===== src/rtl/ssd_min_sel.sv =====
// Tracks the minimum SSD and its raster coordinates over one search window, pulsing done with the winner.
// Optional early exit on a zero SSD is enabled by defining SSD_ZERO_EXIT_EN.
module ssd_min_sel #(
   parameter int SRCH_W = 8,
   parameter int SRCH_H = 8,
   parameter int XW     = $clog2(SRCH_W),
   parameter int YW     = $clog2(SRCH_H)
) (
   input  logic          clk,
   input  logic          rst_n,
   input  logic          start,
   input  logic [19:0]   z,
   input  logic          z_valid,
   output logic          busy,
   output logic          done,
   output logic [19:0]   best_ssd,
   output logic [XW-1:0] best_x,
   output logic [YW-1:0] best_y
);

   typedef enum logic [1:0] {
      S_IDLE   = 2'd0,
      S_SEARCH = 2'd1,
      S_DONE   = 2'd2
   } state_t;

   localparam logic [XW-1:0] X_LAST = XW'(SRCH_W - 1);
   localparam logic [YW-1:0] Y_LAST = YW'(SRCH_H - 1);

   state_t        state, state_nxt;
   logic [XW-1:0] cx, min_x, cand_x;
   logic [YW-1:0] cy, min_y, cand_y;
   logic [19:0]   min_ssd, cand_ssd;
   logic          seen;
   logic          accept, take, last, zero_hit, finish, init_run;

   // State register
   always_ff @(posedge clk or negedge rst_n) begin
      if (!rst_n) state <= S_IDLE;
      else        state <= state_nxt;
   end

   // Next-state logic
   always_comb begin
      state_nxt = state;
      case (state)
         S_IDLE:   if (start) state_nxt = S_SEARCH;
         S_SEARCH: begin
            if (start)       state_nxt = S_SEARCH;
            else if (finish) state_nxt = S_DONE;
         end
         S_DONE:   state_nxt = start ? S_SEARCH : S_IDLE;
         default:  state_nxt = S_IDLE;
      endcase
   end

   // Datapath control; a start in the same cycle as z_valid discards the sample
   always_comb begin
      accept   = (state == S_SEARCH) && z_valid && !start;
      take     = accept && (!seen || (z < min_ssd));
      last     = (cx == X_LAST) && (cy == Y_LAST);
`ifdef SSD_ZERO_EXIT_EN
      zero_hit = (z == 20'd0);
`else
      zero_hit = 1'b0;
`endif
      finish   = accept && (last || zero_hit);
      init_run = start || (state != S_SEARCH);
      cand_ssd = take ? z  : min_ssd;
      cand_x   = take ? cx : min_x;
      cand_y   = take ? cy : min_y;
   end

   always_ff @(posedge clk or negedge rst_n) begin
      if (!rst_n) begin
         cx      <= '0;
         cy      <= '0;
         seen    <= 1'b0;
         min_ssd <= 20'hFFFFF;
         min_x   <= '0;
         min_y   <= '0;
      end else if (init_run) begin
         cx      <= '0;
         cy      <= '0;
         seen    <= 1'b0;
         min_ssd <= 20'hFFFFF;
         min_x   <= '0;
         min_y   <= '0;
      end else if (accept) begin
         seen    <= 1'b1;
         min_ssd <= cand_ssd;
         min_x   <= cand_x;
         min_y   <= cand_y;
         if (cx == X_LAST) begin
            cx <= '0;
            cy <= cy + 1'b1;
         end else begin
            cx <= cx + 1'b1;
         end
      end
   end

   // The winner includes the finishing candidate, so outputs align with done
   always_ff @(posedge clk or negedge rst_n) begin
      if (!rst_n) begin
         busy     <= 1'b0;
         done     <= 1'b0;
         best_ssd <= 20'hFFFFF;
         best_x   <= '0;
         best_y   <= '0;
      end else begin
         busy <= (state_nxt == S_SEARCH);
         done <= (state_nxt == S_DONE);
         if (finish && !start) begin
            best_ssd <= cand_ssd;
            best_x   <= cand_x;
            best_y   <= cand_y;
         end
      end
   end

endmodule


===== config.mk =====
export PLATFORM = sky130hd
export DESIGN_NAME = ssd_min_sel
export DESIGN_NICKNAME = d
export VERILOG_FILES = /design/src/rtl/ssd_min_sel.sv
export SDC_FILE = /design/constraint.sdc
export NUM_CORES = 1
export LEC_CHECK = 0
export CAP_MARGIN = 20
export CORE_MARGIN = 3
export CORE_UTILIZATION = 55
export DETAILED_ROUTE_END_ITERATION = 8
export PLACE_DENSITY = 0.87
export SETUP_SLACK_MARGIN = 0.05
export SLEW_MARGIN = 10
export SYNTH_ARGS = -nofsm -noshare
export SYNTH_HDL_FRONTEND = slang
export SYNTH_SLANG_ARGS = --single-unit

===== constraint.sdc =====
create_clock -name clk -period 3.29 [get_ports clk]
set_input_delay 0.987 -clock clk [delete_from_list [all_inputs] [get_ports clk]]
set_output_delay 0.987 -clock clk [all_outputs]
set_load 0.05 [all_outputs]

==> metrics.md <==
| Metric | Value |
|---|---|
| Status | completed |
| Yosys warnings | 0 |
| Slew @ Worst Pin | 0.698 ns |
| Seq/Total Area, Yosys | 49.5% |
| Die height | 83.3 um |
| Endpoint type of the worst setup path | flop |
| RSZ-0062 raised after global routing | false |
| CP arrival | 3.41 ns |
| Clk_skew | 0.00987 ns |
| Final Net Count | 458 |
| Setup_tns | 0 ns |
| Global route hottest layer | met2 |
| Area of the multi-input gates | 1460 um^2 |
| Crit-path max cell delay | 0.45 ns |
| Core area | 5640 um^2 |
| Fillers | 415 |
| Final setup violation count | 0 |
| Leak | 1.79 nW |
| Pwr/cell area | 417 nW/um^2 |
| Fin util | 73.6% |
| Port bufs | 51 |
| Slew margin rel. | 53.5% |
| GPL Wtd Cong | 0.825 |
| Clock transition at path regs | 0.07 ns |
| Root Buffer | clkbuf_8 |
| CTS H-tree depth | 3 |
| Area grow syn2layout | 26.4% |
| Vias in the first global route | 2793 |
| # diodes | 0 |
| Mapped cell area | 3280 um^2 |
| GR met1 Demand/Resource | 28.8% |
| Hold/Removal Path Class | reg -> reg |
| Critical path type | in -> reg |
| Number of cells on the worst hold path | 2 |
| Die Footprint | 6930 um^2 |
| Die Wd | 83.3 um |
| Post-CTS setup buffers | 0 |
| Period utilization | 95.9% |
| Max frequency | 317 MHz |
| Synth cell types | 32 |
| Worst skew pair latency | 0.34 ns |
| Detailed-route via count | 2829 |
| Synth area leader | dfstp_2 |
| Met3 Use GR | 4.27% |
| Critical path depth in cells | 9 |
| Starting Density | 58.2% |
| Seq. cell area | 1630 um^2 |
| Worst EP required | 3.54 ns |
| Initial drt markers | 157 |
| Clock sinks | 63 |
| Most frequent cells in the layout | 50 x clkdlybuf4s50_1, 42 x nand2_1, 40 x dfstp_2 |
| Longest Clk Path Bufs | 2 |
| Total global routing overflow | 0 |
| Top Family by Delay on Critical Path | compound AO/OA/AOI/OAI gates |
| TritonRoute pass-1 iters | 5 |
| TritonCTS clock tree | built |
| Routed len/inst | 15.6 um |
| HPWL Detailed | 5020 um |
| Peak VDD IR | 212 uV |
| Drc violations | 0 |
| Post-synthesis cell count | 353 |
| All-Layer GR Usage | 22.9% |
| Critical Path Source Type | input port |
| Fin. max-slew vios | 0 |
| Via/cell ratio | 5.80 |
| Post-Route WL | 7630 um |
| Io pins | 52 |
| Top-area cell type share of the netlist area | 32.0% |
| Post-Syn Area per Cell | 9.30 um^2 |
| CTS buffer count | 9 |
| CP max stage cell | clkdlybuf4s50_1 |
| Synth top area cells | dfstp_2 32%, dfrtp_1 18%, ha_1 8.8% |
| Layout cells sized above 1 | 20.7% |
| Routed Antenna Nets | 0 |
| Commonest non-fill, non-tap cell in the layout | clkdlybuf4s50_1 |
| Number of synthesized register bits | 63 |
| Syn nets | 400 |
| Initial antenna violation count | 0 |
| Worst r2r path cells | 9 |
| Final Hold Viols | 0 |
| CP bufs+invs | 2 |
| Max-cap viol count | 0 |
| Site Rows | 27 |
| GR Util met2 | 37.8% |
| Critical path cell sequence | clkdlybuf4s50_1 > ha_1 > a21oi_1 > o21ai_0 > a2111oi_4 > o221a_2 > buf_12 > nand3_1 > a31oi_1 |
| Largest net degree at the start of global routing | 56 |
| First-pass GRT wire length | 12900 um |
| Worst Path Max Fanout | 29 |
| Tmin final | 3.16 ns |
## kinds of logic (layout without fill, tap and decap cells)
family / after synthesis / in the layout / synth area share (%)
buffers and inverters: 47 / 110 / 6.67
DFF: 63 / 63 / 49.5
xor gates and xnor gates: 1 / 1 / 0.267
muxes: 2 / 2 / 0.610
AOI/OAI and AO/OA: 100 / 100 / 18.9
adders and majority gates: 23 / 23 / 8.77
and+or+nand+nor: 117 / 117 / 15.2
## metrics by stage
step | instances | instance area [um^2] | worst slack (ns) | power [W] | hold slack, ns
2_1_floorplan | 353 | 3280 | 0.571 | 0.000980 | 0.467
3_3_place_gp | 472 | 3950 | -0.0998 | 0.00107 | 0.480
3_5_place_dp | 472 | 3950 | -0.208 | 0.00109 | 0.491
4_1_cts | 488 | 4140 | 0.0821 | 0.00174 | 0.502
5_1_grt | 488 | 4150 | 0.0598 | 0.00181 | 0.523
6_report | 488 | 4150 | 0.134 | 0.00173 | 0.499
## worst paths after layout
check,end,slack [ns],from
worst max-delay path,best_y[2],0.13,z[11]
worst min-delay path,min_ssd[0],0.50,min_ssd[0]
worst max register to register,best_y[2],0.69,min_ssd[11]
worst min register to register,min_ssd[0],0.50,min_ssd[0]
max in group asynchronous,min_ssd[17],1.91,rst_n
min in group asynchronous,min_ssd[2],1.07,rst_n
## power breakdown
group          internal (W)  switching [W]  leakage [nW]
Sequential         0.000814      0.0000134         0.725
Clock              0.000343       0.000309        0.0924
Combinational      0.000107       0.000147         0.973
## layout make-up
| class | instances | area share [%] |
|---|---|---|
| flip-flops and latches | 63 | 39.2 |
| multi-input cells | 243 | 35.2 |
| repair buffers | 73 | 17.1 |
| clock buffers | 9 | 2.98 |
| well taps | 72 | 2.17 |
| inverters | 21 | 1.90 |
| clock inverters | 7 | 1.54 |
## cell usage after synthesis
| cell | number |
|---|---|
| dfstp_2 | 40 |
| buf_2 | 7 |
| o221ai_2 | 1 |
| buf_6 | 4 |
| o221a_2 | 1 |
| o21ai_0 | 28 |
| a41oi_1 | 1 |
| a211oi_1 | 1 |
| inv_1 | 21 |
| xor2_1 | 1 |
| nor3_1 | 2 |
| o211ai_1 | 19 |
| nor3_2 | 1 |
| buf_4 | 1 |
| a211oi_2 | 1 |
| or2_2 | 1 |
| dfrtp_1 | 23 |
| nand2_1 | 42 |
| nor2b_1 | 1 |
| o21ai_1 | 2 |
| nand3_1 | 31 |
| a2111oi_2 | 1 |
| nand4_1 | 1 |
| a31oi_1 | 26 |
| nand2b_1 | 2 |
| mux2i_1 | 2 |
| o22ai_1 | 1 |
| a21oi_1 | 18 |
| buf_1 | 1 |
| ha_1 | 23 |
| clkbuf_1 | 13 |
| nor2_1 | 36 |
## worst min-delay path: stages, from the launching register on
cell	delay (ns)
dfstp_2	0.38
nand2_1	0.05
nand3_1	0.07
## state kept, by name, summed over array words and instances (netlist names)
signal    count
best_ssd     20
busy          1
done          1
min_y         3
cx            3
state         2
best_y        3
cy            3
best_x        3
min_ssd      20
seen          1
min_x         3
## layer usage
| layer | share of wire, % | up-vias |
|---|---|---|
| met3 | 4.7 | 15 |
| met1 | 43 | 1373 |
| met2 | 50 | 80 |
| met4 | 1.9 | 0 |
| met5 | 0 | - |
| li1 | - | 1361 |
## what timing repair did
| item | 4_1_cts | 5_1_grt |
|---|---|---|
| gates resized for setup | 0 | 1 |
| hold buffers | 0 | 0 |
| setup endpoints to repair | 0 | 23 |
Power figures use the tool's default switching activity.
